`src/rtl/misc_control_watchdog_pkg.sv`:
```
// Shared constants and types for the misc control / video count / watchdog block.
// Latency: n/a (declarations only).
// Backpressure: n/a.
package misc_control_watchdog_pkg;

    // C9xx control register bit positions
    localparam int E_ROM_BIT      = 0;
    localparam int SCREEN_CTL_BIT = 1;

    // Data value written to CBxx odd that restarts the frame count
    localparam logic [7:0] WDOG_KICK_DEFAULT = 8'h39;

    typedef enum logic {
        WD_RUN   = 1'b0,
        WD_RESET = 1'b1
    } wd_state_e;

endpackage

```
`src/rtl/misc_control_watchdog_if.sv`:
```
// MPU bus-side view of the block: strobe, direction, chip selects, write and read data.
// Latency: n/a (signal bundle).
// Backpressure: none; the MPU bus cycle cannot be stalled.
// master = MPU/decoder side, slave = misc_control_watchdog.
interface misc_control_watchdog_if;
    logic       bus_strobe;
    logic       r_w_n;
    logic [7:0] data_i;
    logic       reg_misc_cs;
    logic       video_count_cs;
    logic       watchdog_cs;
    logic [7:0] data_o;
    logic       data_oe;

    modport master (
        output bus_strobe, r_w_n, data_i, reg_misc_cs, video_count_cs, watchdog_cs,
        input  data_o, data_oe
    );

    modport slave (
        input  bus_strobe, r_w_n, data_i, reg_misc_cs, video_count_cs, watchdog_cs,
        output data_o, data_oe
    );
endinterface

```
`src/rtl/misc_control_watchdog_watchdog_timer.sv`:
```
// Frame-counting watchdog: counts vsyncs since the last kick and emits a fixed-width reset pulse.
// Latency: cpu_reset_req rises 2 clks after the expiring vsync, held RESET_CYCLES clks.
// Backpressure: none; kicks and vsyncs arriving during the reset pulse are dropped.
// Ports: clk, reset_n, kick, vsync_pulse, wdog_enable in; cpu_reset_req out.
module watchdog_timer
    import misc_control_watchdog_pkg::*;
#(
    parameter int WDOG_FRAMES  = 8,
    parameter int RESET_CYCLES = 16
) (
    input  logic clk,
    input  logic reset_n,
    input  logic kick,
    input  logic vsync_pulse,
    input  logic wdog_enable,
    output logic cpu_reset_req
);

    localparam int         RW         = (RESET_CYCLES > 1) ? $clog2(RESET_CYCLES) : 1;
    localparam logic [RW-1:0] RST_LOAD = RW'(RESET_CYCLES - 1);
    localparam logic [7:0] FRAMES_LIM = 8'(WDOG_FRAMES);

    wd_state_e     state, state_nxt;
    logic [7:0]    frame_cnt, frame_nxt;
    logic [RW-1:0] rst_cnt, rst_nxt;

    always_ff @(posedge clk or negedge reset_n) begin
        if (!reset_n) begin
            state         <= WD_RUN;
            frame_cnt     <= 8'd0;
            rst_cnt       <= '0;
            cpu_reset_req <= 1'b0;
        end else begin
            state         <= state_nxt;
            frame_cnt     <= frame_nxt;
            rst_cnt       <= rst_nxt;
            // Registered from the current state, so the pulse lags the state by one clk
            cpu_reset_req <= (state == WD_RESET);
        end
    end

    always_comb begin
        state_nxt = state;
        frame_nxt = frame_cnt;
        rst_nxt   = rst_cnt;
        case (state)
            WD_RUN: begin
                // Kick has priority over a coincident vsync; counter saturates at 8'hFF
                if (kick) begin
                    frame_nxt = 8'd0;
                end else if (vsync_pulse && wdog_enable && (frame_cnt != 8'hFF)) begin
                    frame_nxt = frame_cnt + 8'd1;
                end
                if (frame_nxt >= FRAMES_LIM) begin
                    state_nxt = WD_RESET;
                    rst_nxt   = RST_LOAD;
                end
            end
            WD_RESET: begin
                if (rst_cnt == '0) begin
                    state_nxt = WD_RUN;
                    frame_nxt = 8'd0;
                end else begin
                    rst_nxt = rst_cnt - 1'b1;
                end
            end
            default: begin
                state_nxt = WD_RUN;
                frame_nxt = 8'd0;
            end
        endcase
    end

endmodule

```
`src/rtl/misc_control_watchdog.sv`:
```
// C9xx control register, CB00 tear-free video-count read and CBFF watchdog for the MPU.
// Latency: C9xx write visible 1 clk after strobe; CB00 read data combinational from snapshot.
// Backpressure: none; every strobed bus cycle is accepted.
// Ports: clk, reset_n; bus (slave modport: strobe, r_w_n, data_i, selects, data_o, data_oe);
//        video_count, vsync_pulse, wdog_enable in; e_rom, screen_control, cpu_reset_req out.
module misc_control_watchdog
    import misc_control_watchdog_pkg::*;
#(
    parameter int         WDOG_FRAMES  = 8,
    parameter logic [7:0] WDOG_KICK    = WDOG_KICK_DEFAULT,
    parameter int         RESET_CYCLES = 16
) (
    input  logic                        clk,
    input  logic                        reset_n,
    misc_control_watchdog_if.slave      bus,
    input  logic [7:0]                  video_count,
    input  logic                        vsync_pulse,
    input  logic                        wdog_enable,
    output logic                        e_rom,
    output logic                        screen_control,
    output logic                        cpu_reset_req
);

    logic       ctl_wr;
    logic       cnt_rd;
    logic       kick;
    logic [7:0] snap;

    assign ctl_wr = bus.bus_strobe & bus.reg_misc_cs & ~bus.r_w_n;
    assign cnt_rd = bus.video_count_cs & bus.r_w_n;
    // Only the exact kick value on a write counts; reads and other values are ignored
    assign kick   = bus.bus_strobe & bus.watchdog_cs & ~bus.r_w_n & (bus.data_i == WDOG_KICK);

    // Control register: only reset_n clears it, the watchdog pulse does not
    always_ff @(posedge clk or negedge reset_n) begin
        if (!reset_n) begin
            e_rom          <= 1'b0;
            screen_control <= 1'b0;
        end else if (ctl_wr) begin
            e_rom          <= bus.data_i[E_ROM_BIT];
            screen_control <= bus.data_i[SCREEN_CTL_BIT];
        end
    end

    // Snapshot tracks the live count except while a read is in progress,
    // so the MPU sees one stable value for the whole bus cycle
    always_ff @(posedge clk or negedge reset_n) begin
        if (!reset_n) begin
            snap <= 8'd0;
        end else if (!cnt_rd) begin
            snap <= video_count;
        end
    end

    always_comb begin
        bus.data_oe = cnt_rd;
        bus.data_o  = cnt_rd ? snap : 8'd0;
    end

    watchdog_timer #(
        .WDOG_FRAMES  (WDOG_FRAMES),
        .RESET_CYCLES (RESET_CYCLES)
    ) u_watchdog_timer (
        .clk           (clk),
        .reset_n       (reset_n),
        .kick          (kick),
        .vsync_pulse   (vsync_pulse),
        .wdog_enable   (wdog_enable),
        .cpu_reset_req (cpu_reset_req)
    );

endmodule
```
`src/flat_wrapper.sv`:
```
// flat-port wrapper written by rule: the top's interface ports become plain ports
module misc_control_watchdog_flat import misc_control_watchdog_pkg::*;
#(
    parameter int         WDOG_FRAMES  = 8,
    parameter logic [7:0] WDOG_KICK    = WDOG_KICK_DEFAULT,
    parameter int         RESET_CYCLES = 16
)
  (clk, reset_n, video_count, vsync_pulse, wdog_enable, e_rom, screen_control, cpu_reset_req, bus_bus_strobe, bus_r_w_n, bus_data_i, bus_reg_misc_cs, bus_video_count_cs, bus_watchdog_cs, bus_data_o, bus_data_oe);
  misc_control_watchdog_if bus_i ();
  input  logic clk;
  input  logic reset_n;
  input  logic [7:0] video_count;
  input  logic vsync_pulse;
  input  logic wdog_enable;
  output logic e_rom;
  output logic screen_control;
  output logic cpu_reset_req;
  input wire logic [$bits(bus_i.bus_strobe)-1:0] bus_bus_strobe;
  input wire logic [$bits(bus_i.r_w_n)-1:0] bus_r_w_n;
  input wire logic [$bits(bus_i.data_i)-1:0] bus_data_i;
  input wire logic [$bits(bus_i.reg_misc_cs)-1:0] bus_reg_misc_cs;
  input wire logic [$bits(bus_i.video_count_cs)-1:0] bus_video_count_cs;
  input wire logic [$bits(bus_i.watchdog_cs)-1:0] bus_watchdog_cs;
  output wire logic [$bits(bus_i.data_o)-1:0] bus_data_o;
  output wire logic [$bits(bus_i.data_oe)-1:0] bus_data_oe;
  assign bus_i.bus_strobe = bus_bus_strobe;
  assign bus_i.r_w_n = bus_r_w_n;
  assign bus_i.data_i = bus_data_i;
  assign bus_i.reg_misc_cs = bus_reg_misc_cs;
  assign bus_i.video_count_cs = bus_video_count_cs;
  assign bus_i.watchdog_cs = bus_watchdog_cs;
  assign bus_data_o = bus_i.data_o;
  assign bus_data_oe = bus_i.data_oe;
  misc_control_watchdog #(.WDOG_FRAMES(WDOG_FRAMES), .WDOG_KICK(WDOG_KICK), .RESET_CYCLES(RESET_CYCLES)) u_core (.clk(clk), .reset_n(reset_n), .bus(bus_i), .video_count(video_count), .vsync_pulse(vsync_pulse), .wdog_enable(wdog_enable), .e_rom(e_rom), .screen_control(screen_control), .cpu_reset_req(cpu_reset_req));
endmodule
```
`config.mk`:
```
export PLATFORM = sky130hd
export DESIGN_NAME = misc_control_watchdog_flat
export DESIGN_NICKNAME = d
export VERILOG_FILES = /design/src/rtl/misc_control_watchdog_pkg.sv /design/src/rtl/misc_control_watchdog_if.sv /design/src/rtl/misc_control_watchdog_watchdog_timer.sv /design/src/rtl/misc_control_watchdog.sv /design/src/flat_wrapper.sv
export SDC_FILE = /design/constraint.sdc
export NUM_CORES = 1
export LEC_CHECK = 0
export ABC_AREA = 1
export BUFFER_PORTS_ARGS = -buffer_cell sky130_fd_sc_hd__buf_2
export CAP_MARGIN = 20
export CORE_ASPECT_RATIO = 1.2
export CORE_UTILIZATION = 35
export DETAILED_ROUTE_END_ITERATION = 7
export PLACE_DENSITY = 0.54
export SLEW_MARGIN = 20
export SYNTH_ARGS = -nofsm -noshare
export SYNTH_HDL_FRONTEND = slang
export SYNTH_HIERARCHICAL = 1
export SYNTH_SLANG_ARGS = --single-unit
```
`constraint.sdc`:
```
create_clock -name clk -period 2 [get_ports clk]
set_input_delay 0.2 -clock clk [delete_from_list [all_inputs] [get_ports clk]]
set_output_delay 0.2 -clock clk [all_outputs]
set_load 0.01 [all_outputs]
```
**After elaboration in Yosys (flattened, before gate mapping)**

Index checks and enable logic that the tools add are counted.

- Bits in latches: 0
- Input port bits: 25
- Register bits: 24
- Memories: 0
- Bits in read-only memories: 0
- Output and inout bits: 12
- Logic and storage cells: 39
- Bits in writable memories: 0

- $mul: 0
- $lt $le $gt $ge: 1
- Reduce and logical (&&, ||, !) cells: 4
- Mux-type cells: 12
- Div/mod/pow operators: 0
- Bitwise gates (word level): 8
- Equal/unequal tests: 5
- Shift-type cells: 0
- Add/subtract/negate cells: 2

Operators by type and width:

| kind | number |
|---|---|
| $mux 8 | 5 |
| $pmux 8 s2 | 1 |
| $add 8x1->8 const B | 1 |
| $eq 8x6->1 const B | 1 |
| $ge 8x4->1 const B | 1 |
| $mux 4 | 2 |
| $ne 8x8->1 const B | 1 |
| $pmux 4 s2 | 1 |
| $and 1x1->1 | 6 |
| $logic_not 4->1 | 1 |
| $ne 2x2->1 const B | 2 |
| $sub 4x1->4 const B | 1 |
| $logic_and 1x1->1 | 2 |
| $mux 1 | 2 |
| $ne 2x1->1 const B | 1 |
| $not 1->1 | 2 |
| $pmux 1 s2 | 1 |
| $reduce_and 2->1 | 1 |

**Logic depth before layout (Yosys ltp)**

- Word-level depth: 8
- Gate-level depth with buffers: 14
- Mapped depth without buffers: 14

**Hierarchy**

The synthesis kept the hierarchy.

By module, submodules not included:

| module | seq. area each (um^2) | cells an instance | times used | area an instance (um^2) |
|---|---|---|---|---|
| watchdog_timer | 350.3 | 116 | 1 | 879.6 |
| misc_control_watchdog | 250.2 | 65 | 1 | 521.8 |

**Worst setup path before layout**

No wires, ideal clock.

- Path kind: register to register
- Start point: reg u_core.u_watchdog_timer.frame_cnt[0]
- End point: reg u_core.u_watchdog_timer.rst_cnt[0]
- Setup time: 116 ps
- Path slack: 519 ps
- Data required time: 1,884 ps
- Stages on the path, launching flop included: 14
- Period minus slack after synthesis: 1,481 ps
- Arrival time: 1,365 ps
- Path buffers: 0
- Cells stage by stage: dfrtp_1 > ha_1 > nand3_2 > inv_2 > nand2_2 > nand2_4 > nand2_1 > nand2_2 > nor2_4 > nand2_2 > nand2_4 > nand2_4 > nand2_1 > nand2_1

- Word-level cells in the longest chain between the ends: 8
- Elaborated cells between the ends (all ways): 9
- Classes of those cells: add/sub (1); order compare (1); eq/ne (2); mux (3); reduce/logical (2)

RTL lines:

| item | line | source |
|---|---|---|
| start, declared | misc_control_watchdog_watchdog_timer.sv:24 | `logic [7:0] frame_cnt, frame_nxt;` |
| start signal, assigned | misc_control_watchdog_watchdog_timer.sv:35 | `frame_cnt <= frame_nxt;` |
| parallel branches: the longest is 2 deep, another holds $add 8x1->8 | n/a |  |
| $mux 8 * | misc_control_watchdog_watchdog_timer.sv:51 | `end else if (vsync_pulse && wdog_enable && (frame_cnt != 8'hFF)) begin` |
| $mux 8 * | misc_control_watchdog_watchdog_timer.sv:49 | `if (kick) begin` |
| $mux 8 * | misc_control_watchdog_watchdog_timer.sv:46 | `case (state)` |
| $ge 8x4->1 * | misc_control_watchdog_watchdog_timer.sv:54 | `if (frame_nxt >= FRAMES_LIM) begin` |
| $ne 2x2->1 (no line) * | n/a |  |
| $reduce_and 2->1 (no line) * | n/a |  |
| end signal, assigned | misc_control_watchdog_watchdog_timer.sv:36 | `rst_cnt <= rst_nxt;` |
| end, declared | misc_control_watchdog_watchdog_timer.sv:25 | `logic [RW-1:0] rst_cnt, rst_nxt;` |

Mark *: on every way between the ends. The select of a mux whose other input is x is not followed.
A chain may end at the register's enable or synchronous reset.

**Worst setup path in the final report**

Same ends and word-level chain as after synthesis.

==> results.ini <==
[route]
drt_iter0_markers=40
drt_drc_violations_left=0
viasPerCell=4.39
route.detailed.wl_per_inst_um=9.59
totalWireLength_um=2610
drtAntennaViolNets=0
firstDrtPassIters=4
routed_via_count=1193

[sta]
timing.final.ws_setup_ns=0.382
final.setup.tns_ns=0
finalCritPeriodShare=0.809
setup_viol=0
slew_at_the_pin_closest_to_its_max_slew_limit_ns=0.531
period_minus_slack_ns=1.62
timing.fmax_mhz=618
setup_repair_after_global_routing_missed_its_margin=false
timing_max_transition_violations_final=0
finalClockSkew_ns=0.00710
slew_headroom=0.646
report.final.hold_viol_count=0

[global_route]
pin_count_of_the_biggest_net_entering_global_routing=26
residual_overflow_from_global_routing=0
antenna_violations_before_repair=0
grt_pass1_wl_um=4800
via_count_of_the_first_global_routing_pass=1128
grt_usage=0.146

[die]
core_area_um2=3720
core.rowCount=24
design.portCount=37
floorplan.die.height_um=71.3
initial_core_util=0.376
die_area_um2=4260
die_w_um=59.8

[yosys]
synth_most_common_cell=nand2_1
synth.cells.most_frequent=nand2_1, inv_1, dfrtp_1
synth_largest_area_cell=dfrtp_1
post_synth_inst_count=181
synth_area_per_cell_um2=7.74
number_of_synthesized_flops_with_an_enable_pin=0
top_post_synthesis_cells_by_area=dfrtp_1, nand2_1, inv_1, nor2_1, o21ai_2
synth_async_sr_flop_share=1.00
warnings_from_yosys=6
netlist-cell-type-count=25
ys_seq_elements=24
syn-cell-area_um2=1400
postSynthNetCount=209
dominantRegCellSynth=dfrtp_1
yosysTopAreaCellShare=0.429
seq_area_frac_synth=0.429

[outcome]
outcome=completed

[worst_setup_path]
cpMaxStageDelayCell=dfrtp_1
arrival_ns=1.78
crit_path_max_fanout=5
worstSetupPathDepth=12
crit_top_cell=nand2_1
critical_path.top_delay_family=simple AND/OR/NAND/NOR gates
critical_path.endpoint_type=flop
depth_of_the_most_critical_reg_to_reg_path=12
critical_path.n_buffers_inverters=0
path_class=flop to flop
worst_setup_path_start_kind=flop
required_ns=2.16
slowest_stage_delay_on_critical_path_ns=0.40
critical_path.cell_chain=ha_1, nand3_2, nor2_1, nand3_1, nand2_1, nand2_1, nor2_2, nand2_2, nand2_4, nand2_4, nand2_1, nand2_1

[place]
io_buffer_count=36
dpl_worst_slack_ns=0.397
place.detailed.hpwl_um=2040
gp_routability_congestion=0.838
dpl_cell_area_um2=1620

[layout]
area_delta_synth_final_pct=20.5
layout.nets=249
final_core_utilization=0.454
layout-drive-gt1-share=0.309
final_area_um2=1690
antenna_cell_count=0

[clocking]
post-cts-setup-buffer-count=0
cts_htree_levels=1
clock_path_buffers=2
count_of_clock_tree_sinks=24
numCtsBuffers=3
tritoncts=done
clockRootBuffer=clkbuf_8
clk-insertion-delay-late_ns=0.27
clk_transition_reported_paths_ns=0.09

[power_and_ir_drop]
power_leakage_nw=0.902
power-per-cell-area_nw_per_um2=950
power.ir.vdd_worst_uv=277

[flow_run]
cap_viol_max_count=0

[worst_hold_path]
hold_path_depth=3
hp_class=input pin to flop

==> routing by layer <==
metal	part of all wire	up-vias	GRT usage
li1	-	639	-
met1	0.47	526	0.198
met2	0.48	26	0.232
met3	0.043	2	0.0289
met4	0.0073	0	0.0465
met5	0	-	0
==> cell type report <==
cell class / count / area, µm²
multi-input cells: 127 / 668
well taps: 52 / 65.1
flip-flops and latches: 24 / 601
inverters: 28 / 110
clock buffers: 4 / 55.1
fillers: 415 / 2030
repair buffers: 37 / 190
==> timing repair <==
action	CTS	global route
resized for setup	0	0
hold buffers	1	0
endpoints found under the hold margin	24	0
==> cell families after synthesis <==
kind of cell,count (synthesis),synth area share
compound gates,25,0.120
buf+inv,30,0.0946
fa+ha+maj,3,0.0268
flops,24,0.429
simple gates,97,0.318
xor+xnor,2,0.0125
==> power breakdown <==
part | internal (mW) | switching [mW] | leakage [nW] | total (mW)
registers | 0.606 | 0.101 | 0.296 | 0.708
logic | 0.219 | 0.348 | 0.577 | 0.567
clock network | 0.176 | 0.154 | 0.0288 | 0.330
==> tightest hold or removal path, delay by kind of cell <==
family,cells,cell delay (ns)
buf+inv,1,0.07
simple gates,1,0.05
compound gates,1,0.04
==> cells in the final DEF, fill, tap and decap left out, types with 2 or more instances in the layout <==
cell type	netlist	routed
a21oi_1	2	2
buf_2	0	36
clkbuf_8	0	4
dfrtp_1	24	24
ha_1	3	3
inv_1	25	25
inv_4	2	2
nand2_1	55	55
nand2_2	7	7
nand2_4	3	3
nand3_1	6	6
nor2_1	19	19
nor2_2	3	3
o21ai_0	10	10
o21ai_1	2	2
o21ai_2	8	8
==> flip-flops by register name, indices dropped and copies added, names as in the netlist <==
name                                   cells
u_core/e_rom                               1
u_core/u_watchdog_timer/rst_cnt            4
u_core/u_watchdog_timer/state              1
u_core/u_watchdog_timer/frame_cnt          8
u_core/u_watchdog_timer/cpu_reset_req      1
u_core/screen_control                      1
u_core/snap                                8
==> metrics by stage <==
stage	instances	power (mW)	hold WS [ns]
floorplan	181	1.13	-0.0956
global placement	267	1.30	0.217
detailed placement	267	1.29	0.216
CTS	272	1.63	0.128
global route	272	1.75	0.125
finish	272	1.60	0.130
==> final timing paths <==
check	slack [ns]	start	endpoint
hold reg to reg	0.48	u_core/e_rom	u_core/e_rom
hold / removal	0.13	video_count[4]	u_core/snap[4]
min in group asynchronous	0.43	reset_n	u_core/snap[3]
max in group asynchronous	1.20	reset_n	u_core/u_watchdog_timer/rst_cnt[3]
setup reg to reg	0.38	u_core/u_watchdog_timer/frame_cnt[0]	u_core/u_watchdog_timer/rst_cnt[0]
setup / recovery	0.38	u_core/u_watchdog_timer/frame_cnt[0]	u_core/u_watchdog_timer/rst_cnt[0]
Power figures use the tool's default switching activity.
